`src/rtl/imm_extension_pipe.sv`:
```
// Decode-stage immediate generator with a 2-entry skid buffer.
// Combinational decode feeds a main/skid register pair behind a valid/ready handshake.
module imm_extension_pipe #(
  parameter int XLEN  = 32,
  parameter int TAG_W = 8
) (
  input  logic             clk_i,
  input  logic             rst_i,
  input  logic             flush_i,
  input  logic             in_valid_i,
  output logic             in_ready_o,
  input  logic [31:0]      instr_i,
  input  logic [TAG_W-1:0] tag_i,
  output logic             out_valid_o,
  input  logic             out_ready_i,
  output logic [XLEN-1:0]  imm_o,
  output logic [2:0]       fmt_o,
  output logic             illegal_o,
  output logic [TAG_W-1:0] tag_o
);

  localparam bit RV64 = (XLEN == 64);

  localparam logic [2:0] F_NONE  = 3'd0;
  localparam logic [2:0] F_I     = 3'd1;
  localparam logic [2:0] F_S     = 3'd2;
  localparam logic [2:0] F_B     = 3'd3;
  localparam logic [2:0] F_U     = 3'd4;
  localparam logic [2:0] F_J     = 3'd5;
  localparam logic [2:0] F_SHAMT = 3'd6;
  localparam logic [2:0] F_ZIMM  = 3'd7;

  typedef enum logic [1:0] {
    S_EMPTY,
    S_ONE,
    S_FULL
  } state_t;

  typedef struct packed {
    logic [XLEN-1:0]  imm;
    logic [2:0]       fmt;
    logic             ill;
    logic [TAG_W-1:0] tag;
  } ent_t;

  logic [6:0]      w_opc;
  logic [2:0]      w_f3;
  logic            w_shift;
  logic            w_op_imm;
  logic            w_op_imm32;
  logic            w_load;
  logic            w_jalr;
  logic            w_store;
  logic            w_branch;
  logic            w_jal;
  logic            w_lui;
  logic            w_auipc;
  logic            w_system;
  logic            w_op;
  logic            w_fence;
  logic [XLEN-1:0] w_imm_i;
  logic [XLEN-1:0] w_imm_s;
  logic [XLEN-1:0] w_imm_b;
  logic [XLEN-1:0] w_imm_j;
  logic [XLEN-1:0] w_imm_u;
  logic [XLEN-1:0] w_sh5;
  logic [XLEN-1:0] w_sh6;
  logic [XLEN-1:0] w_zimm;
  logic [XLEN-1:0] w_imm;
  logic [2:0]      w_fmt;
  logic            w_ill;
  ent_t            w_ent;

  assign w_opc   = instr_i[6:0];
  assign w_f3    = instr_i[14:12];
  assign w_shift = (w_f3 == 3'b001) || (w_f3 == 3'b101);

  assign w_op_imm   = (w_opc == 7'b0010011);
  assign w_op_imm32 = (w_opc == 7'b0011011);
  assign w_load     = (w_opc == 7'b0000011);
  assign w_jalr     = (w_opc == 7'b1100111);
  assign w_store    = (w_opc == 7'b0100011);
  assign w_branch   = (w_opc == 7'b1100011);
  assign w_jal      = (w_opc == 7'b1101111);
  assign w_lui      = (w_opc == 7'b0110111);
  assign w_auipc    = (w_opc == 7'b0010111);
  assign w_system   = (w_opc == 7'b1110011);
  assign w_op       = (w_opc == 7'b0110011);
  assign w_fence    = (w_opc == 7'b0001111);

  assign w_imm_i = XLEN'($signed(instr_i[31:20]));
  assign w_imm_s = XLEN'($signed({instr_i[31:25], instr_i[11:7]}));
  assign w_imm_b = XLEN'($signed({instr_i[31], instr_i[7],
                                  instr_i[30:25], instr_i[11:8],
                                  1'b0}));
  assign w_imm_j = XLEN'($signed({instr_i[31], instr_i[19:12],
                                  instr_i[20], instr_i[30:21],
                                  1'b0}));
  assign w_imm_u = XLEN'($signed({instr_i[31:12], 12'b0}));
  assign w_sh5   = XLEN'(instr_i[24:20]);
  assign w_sh6   = XLEN'(instr_i[25:20]);
  assign w_zimm  = XLEN'(instr_i[19:15]);

  // Opcode compare covers bits [1:0], so non-32-bit encodings fall to default.
  always_comb begin
    w_imm = '0;
    w_fmt = F_NONE;
    w_ill = 1'b0;
    unique case (1'b1)
      w_op_imm: begin
        if (!w_shift) begin
          w_imm = w_imm_i;
          w_fmt = F_I;
        end else if (!RV64 && instr_i[25]) begin
          w_ill = 1'b1;
        end else begin
          w_imm = RV64 ? w_sh6 : w_sh5;
          w_fmt = F_SHAMT;
        end
      end
      w_op_imm32: begin
        if (!RV64) begin
          w_ill = 1'b1;
        end else if (!w_shift) begin
          w_imm = w_imm_i;
          w_fmt = F_I;
        end else if (instr_i[25]) begin
          w_ill = 1'b1;
        end else begin
          w_imm = w_sh5;
          w_fmt = F_SHAMT;
        end
      end
      w_load, w_jalr: begin
        w_imm = w_imm_i;
        w_fmt = F_I;
      end
      w_store: begin
        w_imm = w_imm_s;
        w_fmt = F_S;
      end
      w_branch: begin
        w_imm = w_imm_b;
        w_fmt = F_B;
      end
      w_jal: begin
        w_imm = w_imm_j;
        w_fmt = F_J;
      end
      w_lui, w_auipc: begin
        w_imm = w_imm_u;
        w_fmt = F_U;
      end
      w_system: begin
        if (w_f3[2]) begin
          w_imm = w_zimm;
          w_fmt = F_ZIMM;
        end
      end
      w_op, w_fence: begin
        w_fmt = F_NONE;
      end
      default: begin
        w_ill = 1'b1;
      end
    endcase
  end

  assign w_ent = '{imm: w_imm, fmt: w_fmt, ill: w_ill, tag: tag_i};

  state_t r_state;
  state_t w_state_nxt;
  ent_t   r_main;
  ent_t   r_skid;
  ent_t   w_main_nxt;
  logic   w_main_ld;
  logic   w_skid_ld;
  logic   w_acc;
  logic   w_drain;

  assign in_ready_o  = (r_state != S_FULL);
  assign out_valid_o = (r_state != S_EMPTY);
  assign w_acc       = in_valid_i && in_ready_o;
  assign w_drain     = out_valid_o && out_ready_i;

  always_comb begin
    w_state_nxt = r_state;
    w_main_nxt  = w_ent;
    w_main_ld   = 1'b0;
    w_skid_ld   = 1'b0;
    if (flush_i) begin
      w_state_nxt = S_EMPTY;
    end else begin
      case (r_state)
        S_EMPTY: begin
          if (w_acc) begin
            w_state_nxt = S_ONE;
            w_main_ld   = 1'b1;
          end
        end
        S_ONE: begin
          if (w_acc && !w_drain) begin
            w_state_nxt = S_FULL;
            w_skid_ld   = 1'b1;
          end else if (w_drain && !w_acc) begin
            w_state_nxt = S_EMPTY;
          end else if (w_acc && w_drain) begin
            w_main_ld = 1'b1;
          end
        end
        S_FULL: begin
          if (w_drain) begin
            w_state_nxt = S_ONE;
            w_main_nxt  = r_skid;
            w_main_ld   = 1'b1;
          end
        end
        default: begin
          w_state_nxt = S_EMPTY;
        end
      endcase
    end
  end

  always_ff @(posedge clk_i) begin
    if (rst_i) begin
      r_state <= S_EMPTY;
      r_main  <= '0;
      r_skid  <= '0;
    end else begin
      r_state <= w_state_nxt;
      if (w_main_ld) r_main <= w_main_nxt;
      if (w_skid_ld) r_skid <= w_ent;
    end
  end

  assign imm_o     = r_main.imm;
  assign fmt_o     = r_main.fmt;
  assign illegal_o = r_main.ill;
  assign tag_o     = r_main.tag;

endmodule

```
`config.mk`:
```
export PLATFORM = sky130hd
export DESIGN_NAME = imm_extension_pipe
export DESIGN_NICKNAME = d
export VERILOG_FILES = /design/src/rtl/imm_extension_pipe.sv
export SDC_FILE = /design/constraint.sdc
export NUM_CORES = 1
export LEC_CHECK = 0
export CAP_MARGIN = 20
export CORE_MARGIN = 4
export CORE_UTILIZATION = 39
export CTS_BUF_LIST = sky130_fd_sc_hd__clkbuf_2 sky130_fd_sc_hd__clkbuf_4 sky130_fd_sc_hd__clkbuf_8
export CTS_CLUSTER_SIZE = 14
export DETAILED_ROUTE_END_ITERATION = 10
export GPL_ROUTABILITY_DRIVEN = 0
export PLACE_DENSITY_LB_ADDON = 0.2
export SLEW_MARGIN = 20
export SYNTH_ARGS = -nofsm -noshare
export SYNTH_HDL_FRONTEND = slang
export SYNTH_SLANG_ARGS = --single-unit
```
`constraint.sdc`:
```
create_clock -name clk_i -period 1.5 [get_ports clk_i]
set_input_delay 0.3 -clock clk_i [delete_from_list [all_inputs] [get_ports clk_i]]
set_output_delay 0.3 -clock clk_i [all_outputs]
set_load 0.05 [all_outputs]
```
==> results.md <==
- Outcome: complete, but fails checks
- Failing checks: negative setup slack
- GRT overflow: 0
- Max_cap viols: 0
- Static leakage: 2.46 nW
- Post-Synth Adder-Cell Area: 0
- Number of synthesized flops with an enable pin: 0
- Critical path fanouts, max: 7
- Min-Delay Endpoint: r_state[1]$_SDFFE_PP0P_
- I/O pins: 91
- Period utilisation layout: 1.05
- Clk pin slew, worst setup/hold paths: 90 ps
- Layout cells sized above 1: 0.399
- Total vias in the final route: 4454
- Number of hold violations in the final report: 0
- Predominant post-synthesis flop cell: dfxtp_1
- Post-Place Worst Slack: -663 ps
- RSZ-0062 raised after global routing: true
- Total CTS buffers: 9
- Slew @ Worst Pin: 504 ps
- Cell area after layout: 6910 um^2
- Drt initial violations: 269
- DRC viols: 0
- WP data arrival: 1870 ps
- Number of diodes: 0
- CP Class: reg2reg
- Hold path startpoint: out_ready_i
- Peak supply drop: 623 uV
- Clock latency on the worst-skew pair: 370 ps
- Vias in the first global route: 4256
- Sequential share of the synthesized area: 0.452
- Cell Rows: 36
- CTS tree: built
- Simple-gate share of the synthesized area: 0.237
- Mapped Cells: 482
- Min-Delay Path Depth: 2
- Filler instances: 683
- PnR worst setup slack: -72.1 ps
- Die Y: 109 um
- R2R cell count: 8
- Setup-failing EPs final: 46
- Port bufs: 90
- Crit Reg-Reg Endpoint: imm_o[25]$_SDFFE_PP0P_
- CTS H-tree lvls: 3
- Asr flop ratio synth: 0
- Core area: 9860 um^2
- Worst reg2reg startpoint: r_state[0]$_SDFFE_PP0P_
- Slew Viols, Final: 0
- Detailed-router iteration count before antenna repair: 5
- Post-DP Area: 5850 um^2
- Final ANT Viol Nets: 0
- Clk buf depth: 2
- Compound-Gate Fraction of Synth Area: 0.260
- CP Data Required Time: 1800 ps
- PD cells: 793 nW/um^2
- Mapped Area: 3990 um^2
- Post-synth cell types: 49
- R2r setup slk: -70 ps
- Clk_skew: 9.37 ps
- Final min period: 1570 ps
- HP Class: in2reg
- DP HPWL: 9230 um
- Xor and xnor area share after synthesis: 0
- Clock root buffer: clkbuf_8
- Largest family of logic cells by synthesized area: compound AO/OA/AOI/OAI gates
- Initial antenna violation count: 0
- Final net count: 672
- Ys Warns: 0
- First-pass GRT wire length: 21300 um
- Largest net degree at the start of global routing: 39
- Post-synth net total: 527
- Die ar.: 11900 um^2
- Setup TNS Final: -1310 ps
- Commonest non-fill, non-tap cell in the layout: dfxtp_1
- Startpoint Class: flop
- Area grow syn2layout: 73.4%
- Kind of end point of the critical path: flop
- Chip Width: 109 um
- Mux contribution to synthesized area: 0
- Clock net sink count: 90
- DR WL/cell: 19.0 um
- Via/cell ratio: 5.82
- Initial Utilization: 0.404
- Gr usage total: 0.229
- Register bit total from synthesis: 90
- Most frequent cells in the layout: 88 x dfxtp_1, 71 x nand2_1, 56 x buf_4
- Routed wire length: 14500 um
- Max Clk Rate: 636 MHz
- Syn_area_per_cell: 8.27 um^2
- Max_slew headroom: 0.664
-- registers in the layout, indices dropped and copies added, names as in the netlist --
name	cells
tag_o	8
illegal_o	1
r_skid	44
r_state	2
imm_o	32
fmt_o	3
-- synthesized netlist by cell type, types with 2 or more instances --
| cell type | n | share of area |
|---|---|---|
| dfxtp_1 | 90 | 0.45 |
| nand2_1 | 75 | 0.071 |
| a211oi_1 | 50 | 0.094 |
| nor2_1 | 50 | 0.047 |
| a21oi_1 | 41 | 0.051 |
| o22ai_1 | 23 | 0.036 |
| clkbuf_1 | 18 | 0.017 |
| buf_2 | 17 | 0.021 |
| nor3_1 | 17 | 0.021 |
| nand3_1 | 16 | 0.020 |
| nand2b_1 | 10 | 0.016 |
| a22oi_1 | 8 | 0.015 |
| a311oi_1 | 8 | 0.018 |
| nand4_1 | 8 | 0.013 |
| buf_6 | 4 | 0.011 |
| nand3b_1 | 4 | 0.0075 |
| nor2b_1 | 4 | 0.0063 |
| and3b_1 | 2 | 0.0044 |
| and4b_1 | 2 | 0.0050 |
| o21ai_0 | 2 | 0.0025 |
| o21ai_2 | 2 | 0.0044 |
| o41ai_2 | 2 | 0.0082 |
| or2_2 | 2 | 0.0031 |
| or3_1 | 2 | 0.0031 |
-- worst max-delay path, cell delays in order (launching register included) --
cell and delay, ps:
dfxtp_2 330, nand3b_1 170, a21boi_2 180, buf_4 140, nor2_4 90, buf_12 150
buf_12 140, o22ai_2 80, a211oi_2 210
-- cell type report --
class / instances / area (um^2) / share of cell area
multi-input cells: 351 / 2490 / 0.361
repair buffers: 175 / 2240 / 0.325
flip-flops and latches: 90 / 1810 / 0.261
well taps: 133 / 166 / 0.0241
clock buffers: 11 / 139 / 0.0201
clock inverters: 5 / 62.6 / 0.00905
-- per-stage QoR --
| stage | power [mW] | std cells | util | hold WS [ps] |
|---|---|---|---|---|
| CTS | 5.37 | 753 | 0.655 | 323 |
| floorplan | 3.04 | 482 | - | 392 |
| global placement | 3.61 | 726 | 0.593 | 439 |
| finish | 5.48 | 765 | 0.701 | 348 |
| detailed placement | 3.62 | 726 | 0.593 | 443 |
| global route | 5.65 | 765 | 0.701 | 358 |
-- where the power goes --
part,internal (mW),switching [mW]
registers,2.46,0.0832
clock network,0.817,0.892
logic,0.613,0.617
total,3.89,1.59
-- cell families (layout without fill, tap and decap cells) --
family	count (synthesis)	count (layout)
buffers and inverters	41	191
AO/OA/AOI/OAI	149	149
AND/OR/NAND/NOR	202	202
flip-flops	90	90
-- worst max-delay path by stage --
stage,slack (ps),cells past startpoint,endpoint,startpoint
3_3_place_gp,-630,6,imm_o[2]$_SDFFE_PP0P_,instr_i[3]
2_1_floorplan,-50,7,imm_o[3]$_SDFFE_PP0P_,r_state[0]$_SDFFE_PP0P_
4_1_cts,-60,8,imm_o[21]$_SDFFE_PP0P_,r_state[0]$_SDFFE_PP0P_
5_1_grt,-170,7,r_skid[2]$_SDFFE_PP0P_,r_state[0]$_SDFFE_PP0P_
6_report,-70,8,imm_o[25]$_SDFFE_PP0P_,r_state[0]$_SDFFE_PP0P_
3_5_place_dp,-660,6,imm_o[1]$_SDFFE_PP0P_,instr_i[3]
-- routing by layer --
layer,global-route usage,wire (um),vias up
met5,0,0,-
met4,0.0839,342,0
met3,0.0426,826,33
met2,0.370,7170,154
met1,0.304,6200,2214
li1,-,-,2053
-- what timing repair did --
item                                    4_1_cts  5_1_grt
endpoints found under the setup margin       88       80
resized for setup                            78       72
gates cloned                                  5        4
hold buffers                                  0        0
endpoints found under the hold margin         0        0
setup buffers                                 7        9
pin swaps                                    35       28
No activity file was read; power rests on OpenSTA's default activity.
